## config.mk

```make
export PLATFORM = sky130hd
export DESIGN_NAME = bcd_display_scan
export DESIGN_NICKNAME = d
export VERILOG_FILES = /design/src/rtl/bcd_disp_pkg.sv /design/src/rtl/seg7_decode.sv /design/src/rtl/bcd_display_scan.sv
export SDC_FILE = /design/constraint.sdc
export NUM_CORES = 1
export LEC_CHECK = 0
export ABC_AREA = 0
export CAP_MARGIN = 25
export CORE_MARGIN = 3
export CORE_UTILIZATION = 60
export CTS_BUF_LIST = sky130_fd_sc_hd__clkbuf_4
export CTS_CLUSTER_DIAMETER = 100
export DETAILED_ROUTE_END_ITERATION = 10
export PLACE_DENSITY = 0.87
export SYNTH_ARGS = -nofsm -noshare
export SYNTH_HDL_FRONTEND = slang
export SYNTH_HIERARCHICAL = 1
export SYNTH_SLANG_ARGS = --single-unit
```

## constraint.sdc

```tcl
create_clock -name clk -period 3.3 [get_ports clk]
set_clock_uncertainty 0.1 [all_clocks]
set_input_delay 0.33 -clock clk [delete_from_list [all_inputs] [get_ports clk]]
set_output_delay 0.33 -clock clk [all_outputs]
set_load 0.1 [all_outputs]
```

## src/rtl/bcd_disp_pkg.sv

```systemverilog
// rtl/bcd_disp_pkg.sv - shared scan states, segment/anode constants and nibble check
package bcd_disp_pkg;

  typedef enum logic [1:0] {ONES, GAP_A, TENS, GAP_B} scan_state_e;

  localparam logic [6:0] SEG_BLANK = 7'h00;
  localparam logic [6:0] SEG_DASH  = 7'h40;

  localparam logic [1:0] AN_OFF  = 2'b11;
  localparam logic [1:0] AN_ONES = 2'b10;
  localparam logic [1:0] AN_TENS = 2'b01;

  function automatic logic nib_bad(input logic [3:0] nib);
    return nib > 4'd9;
  endfunction

endpackage

```

## src/rtl/seg7_decode.sv

```systemverilog
// rtl/seg7_decode.sv - BCD nibble to {g,f,e,d,c,b,a} pattern, dash for non-decimal input
module seg7_decode
  import bcd_disp_pkg::*;
(
  input  logic [3:0] nib,
  output logic [6:0] seg
);

  always_comb begin
    seg = SEG_DASH;
    case (nib)
      4'd0: seg = 7'h3F;
      4'd1: seg = 7'h06;
      4'd2: seg = 7'h5B;
      4'd3: seg = 7'h4F;
      4'd4: seg = 7'h66;
      4'd5: seg = 7'h6D;
      4'd6: seg = 7'h7D;
      4'd7: seg = 7'h07;
      4'd8: seg = 7'h7F;
      4'd9: seg = 7'h6F;
      default: seg = SEG_DASH;
    endcase
  end

endmodule

```

## src/rtl/bcd_display_scan.sv

```systemverilog
// rtl/bcd_display_scan.sv - two-digit 7-segment scan with dead time, blanking and error dash
module bcd_display_scan
  import bcd_disp_pkg::*;
#(
  parameter int SLOT_CYCLES = 1000,
  parameter int GAP_CYCLES  = 4
) (
  input  logic       clk,
  input  logic       rst,
  input  logic [7:0] bcd_in,
  input  logic       load,
  output logic [6:0] seg,
  output logic [1:0] an,
  output logic       err
);

  localparam int MAX_CYCLES = (SLOT_CYCLES > GAP_CYCLES) ? SLOT_CYCLES : GAP_CYCLES;
  localparam int CNT_W      = $clog2(MAX_CYCLES);
  localparam logic [CNT_W-1:0] SLOT_LOAD = CNT_W'(SLOT_CYCLES - 1);
  localparam logic [CNT_W-1:0] GAP_LOAD  = CNT_W'(GAP_CYCLES - 1);

  scan_state_e      state_q, state_d;
  logic [CNT_W-1:0] cnt_q, cnt_d;
  logic [7:0]       val_q, val_d;
  logic [7:0]       disp_q, disp_d;
  logic             err_q, err_d;
  logic [1:0]       an_q, an_d;
  logic [6:0]       seg_q, seg_d;

  logic       disp_err;
  logic [3:0] dig_nib;
  logic [6:0] dig_seg;

  assign disp_err = nib_bad(disp_q[7:4]) | nib_bad(disp_q[3:0]);
  assign dig_nib  = (state_q == TENS) ? disp_q[7:4] : disp_q[3:0];

  seg7_decode u_dec (
    .nib (dig_nib),
    .seg (dig_seg)
  );

  always_comb begin
    val_d   = val_q;
    err_d   = err_q;
    state_d = state_q;
    cnt_d   = cnt_q - CNT_W'(1);
    disp_d  = disp_q;
    an_d    = AN_OFF;
    seg_d   = SEG_BLANK;

    if (load) begin
      val_d = bcd_in;
      err_d = nib_bad(bcd_in[7:4]) | nib_bad(bcd_in[3:0]);
    end

    // disp_q only refreshes on slot entry, so a digit is stable for its whole slot
    if (cnt_q == '0) begin
      case (state_q)
        ONES:  begin state_d = GAP_A; cnt_d = GAP_LOAD; end
        GAP_A: begin state_d = TENS;  cnt_d = SLOT_LOAD; disp_d = val_q; end
        TENS:  begin state_d = GAP_B; cnt_d = GAP_LOAD; end
        GAP_B: begin state_d = ONES;  cnt_d = SLOT_LOAD; disp_d = val_q; end
      endcase
    end

    case (state_q)
      ONES: begin
        an_d  = AN_ONES;
        seg_d = disp_err ? SEG_DASH : dig_seg;
      end
      TENS: begin
        if (disp_err) begin
          an_d  = AN_TENS;
          seg_d = SEG_DASH;
        end else if (disp_q[7:4] != 4'd0) begin
          an_d  = AN_TENS;
          seg_d = dig_seg;
        end
      end
      default: ;
    endcase
  end

  always_ff @(posedge clk) begin
    if (rst) begin
      state_q <= ONES;
      cnt_q   <= SLOT_LOAD;
      val_q   <= 8'h00;
      disp_q  <= 8'h00;
      err_q   <= 1'b0;
      an_q    <= AN_OFF;
      seg_q   <= SEG_BLANK;
    end else begin
      state_q <= state_d;
      cnt_q   <= cnt_d;
      val_q   <= val_d;
      disp_q  <= disp_d;
      err_q   <= err_d;
      an_q    <= an_d;
      seg_q   <= seg_d;
    end
  end

  assign seg = seg_q;
  assign an  = an_q;
  assign err = err_q;

endmodule

```

==> impl.org <==
** Clock network
- Clock latency on the worst-skew pair :: 340 ps
- CTS tree :: yes
- H-tree Lvls :: 2
- After clock tree synthesis, the clock-pin slew on the worst setup and hold paths is 110 ps.
- Number of buffers created by CTS :: 5
- Resized Gates After CTS :: 0
- The clock drives 38 sinks.
- The longest clock path from root to sink contains 2 buffers.
- Buffers inserted to repair hold after CTS numbered 0.
- The tree is rooted in a clkbuf_4.
- The number of setup buffers added after CTS is 0.

** Global route
- The number of antenna violations at the first check in global routing was 0.
- Largest net degree at the start of global routing :: 29
- Number of global-route vias before repair :: 1363
- Total congestion overflow after global routing :: 0
- The first global-routing pass estimated 5.93 mm of wire.
- Global routing consumed, over all layers together, between 20% and 30% of the routing resources.

** Timing
- Summed over all failing endpoints, the final setup total negative slack is 0 ps.
- Setup repair after global routing left no endpoint under its margin.
- Max-slew headroom :: 33.9%
- Setup violations remaining at the end of the flow were counted as 0.
- Max Transition Viols Final :: 0
- At the pin with the least slew margin, the transition time is 988 ps.
- For this run, the top clock speed supported by timing is 441 MHz.
- The hold violation total from the final report is 0.
- Min Clock Period, post-route :: roughly 2300 ps
- In the finished design, the share of the clock period the worst path needs comes to 68.7%.

** Detailed routing
- The first routing iteration left 55 violations.
- Dividing the detail-routed wire length by the instance count gives 14.6 um.
- Via count :: 1345
- Number of vias per cell :: 5.65
- The final layout contains routed wiring with a total length of 3.47 mm.
- DRT Pass-1 Iters :: 4
- The detail route stage leaves a number of antenna-violating nets equal to 0.
- In the routed design, unresolved DRC markers number 0.

** Power
- For this design the static power due to leakage is between 0.8 and 0.9 nW.
- Peak ir drop on the vdd network :: between 0.3 and 0.4 mV
- Post-route total power :: 0.813 mW
- Internal power of the cells :: 0.586 mW
- Power Dens Cells :: 397 nW/um^2
- Of the total power, the clock network draws 28.1%.
- Switching Fraction :: 27.8%
- Net switching power :: 0.226 mW
- Sequential cells burn 59.4% of the power.
- Combinational cell fraction of total power :: 12.5%

** Yosys
- For this run, the register share of the synthesized area comes to 42.1%.
- Largest cells by area after synthesis :: dfxtp_1 (42%), mux2i_1 (10%), ha_1 (9.0%)
- Synth Flop Type :: dfxtp_1
- Most frequent cells after synthesis :: dfxtp_1 (38), nor2_1 (29), mux2i_1 (18), ha_1 (13)
- Number of enable-type register cells in the synthesized netlist :: 0
- By instance count, the leading cell after synthesis is dfxtp_1.
- Counting every instance in the synthesized netlist gives between 150 and 200.
- Mapped Area :: 1810 um^2
- Post-synth cell types :: 36
- The Yosys step of the flow raised 6 warnings.
- Proportion of register bits with asynchronous set or reset after synthesis :: 0%
- Dividing the synthesized area by the synthesized cell count gives 9.65 um^2.
- Post-Syn Nets :: 211
- In this run, synthesis produced a sequential element count of 38.
- Fraction of post-synthesis cell area in the top cell type by area :: 42.1%
- Of all cell types, the one taking the most synthesized area is dfxtp_1.

** Worst setup path
- Critical path data required time :: 2870 ps
- STA classifies the critical path endpoint as a primary output.
- Critical path's largest stage delay :: approximately 1100 ps
- Arrival time reported for the critical path endpoint :: 1840 ps
- The setup check on the worst reg-to-reg path leaves a slack of about 1100 ps.
- The critical path is of the reg -> out type.
- Category of cells accounting for the largest share of critical-path delay :: buffers and inverters
- Traced cell by cell, the critical path runs through clkdlybuf4s50_1.
- R2R Path Start :: state_q[0]
- In this run the critical register-to-register path is captured at seg[3].
- The slowest stage of the critical path is the clkdlybuf4s50_1 cell.
- Nature of the critical path startpoint :: register
- Counting both buffers and inverters, the worst setup path holds a total of 1.
- Max FO, Critical Path :: 2
- The worst register-to-register path has a depth of 8.

** Die
- Row generation in the floorplan step produced 19 rows.
- Area enclosed by the die boundary :: between 3000 and 4000 um^2
- The total area inside the core boundary comes to 2810 um^2.
- Die X-Extent :: ~61 um
- Chip height :: 60.9 um
- For this configuration, the core starts out at a cell density of 64.4%.
- IO Count :: 21

** Place
- Post-DP HPWL :: around 2.6 mm
- Placer congestion estimate :: 0.780
- Placed cells :: 230
- Input and output buffers added on the ports amount to 20.

** Final layout
- Compared with the post-synthesis result, the final layout area differs by 13.3%.
- For this run, the share of the core covered by cells in the final layout is 72.9%.
- 0 antenna diodes ended up in the layout.
- Fraction of final layout cells sized beyond drive strength 1 :: approximately 8.7%
- Layout filler cell count :: around 220
- Post-route insts no fill :: between 200 and 250
- For this run, the post-layout net count is 230.

** Worst hold path
- Counting instances, the worst hold path has a depth of 1.
- Beginning of the worst hold path :: cnt_q[0]
- Hold EP :: cnt_q[0]
- In this run the worst hold path is classified as reg -> reg.

** Status
- Result of the run :: completed

** Run
- Max-capacitance violation count :: 0
==> per-layer routing <==
layer	GRT usage [%]	wire [um]
met2	39.4	1850
met3	6.38	144
met1	23.5	1390
met5	0	0
met4	10.2	81
==> registers in the layout (all words and copies together), names as in the netlist <==
signal / count
disp_q: 8
state_q: 2
seg: 7
val_q: 8
an: 2
err: 1
cnt_q: 10
==> power groups by stage <==
stage,sequential [mW],combinational (mW),clock [mW]
global placement,0.492,0.0990,0
finish,0.483,0.102,0.228
detailed placement,0.493,0.102,0
floorplan,0.531,0.0314,0
global route,0.484,0.108,0.258
CTS,0.483,0.103,0.231
==> cell families after synthesis <==
family	share of synthesized area, %
adder cells (fa/ha/maj)	9.01
multiplexers	13.1
XOR/XNOR	2.91
AO/OA/AOI/OAI	8.59
buffers and inverters	5.20
flip-flops	42.1
AND/OR/NAND/NOR	19.1
==> metrics by stage <==
stage	setup WS (ps)	cell area [um^2]	hold slack [ps]
after CTS	1020	2050	348
after global placement	1220	1990	321
after global routing	909	2050	384
after floorplan	1260	1810	295
final	1030	2050	351
after detailed placement	1080	1990	324
==> worst max path at each step <==
stage	start	end	cells past startpoint
global placement	rst	seg[3]	3
floorplan	state_q[0]	seg[6]	9
CTS	err	err	1
global route	state_q[0]	seg[0]	8
detailed placement	rst	cnt_q[2]	3
finish	err	err	1
==> layout by cell type (no fill, tap or decap), types with 2 or more instances in the layout <==
cell type        count
clkdlybuf4s50_1     20
a211oi_1             2
mux2i_1             18
xor2_1               4
dfxtp_1             38
o21ai_0             11
a21oi_1              2
inv_1               11
xnor2_1              2
ha_1                13
nor2b_1              2
nand2_1              7
a21o_1               2
clkbuf_4             5
nand2b_1             3
nor3_1               6
nor2_1              29
o22ai_1              3
and2_1               6
mux2_2               5
==> layout make-up <==
class | count | area [um^2] | share of cell area [%]
Multi-Input combinational cell | 130 | 951 | 46.5
Tap cell | 31 | 38.8 | 1.90
Clock buffer | 5 | 37.5 | 1.83
Inverter | 11 | 41.3 | 2.02
Clock inverter | 3 | 16.3 | 0.795
Timing Repair Buffer | 20 | 200 | 9.79
Sequential cell | 38 | 761 | 37.2
Note: power is estimated with default switching activity, not from simulation.
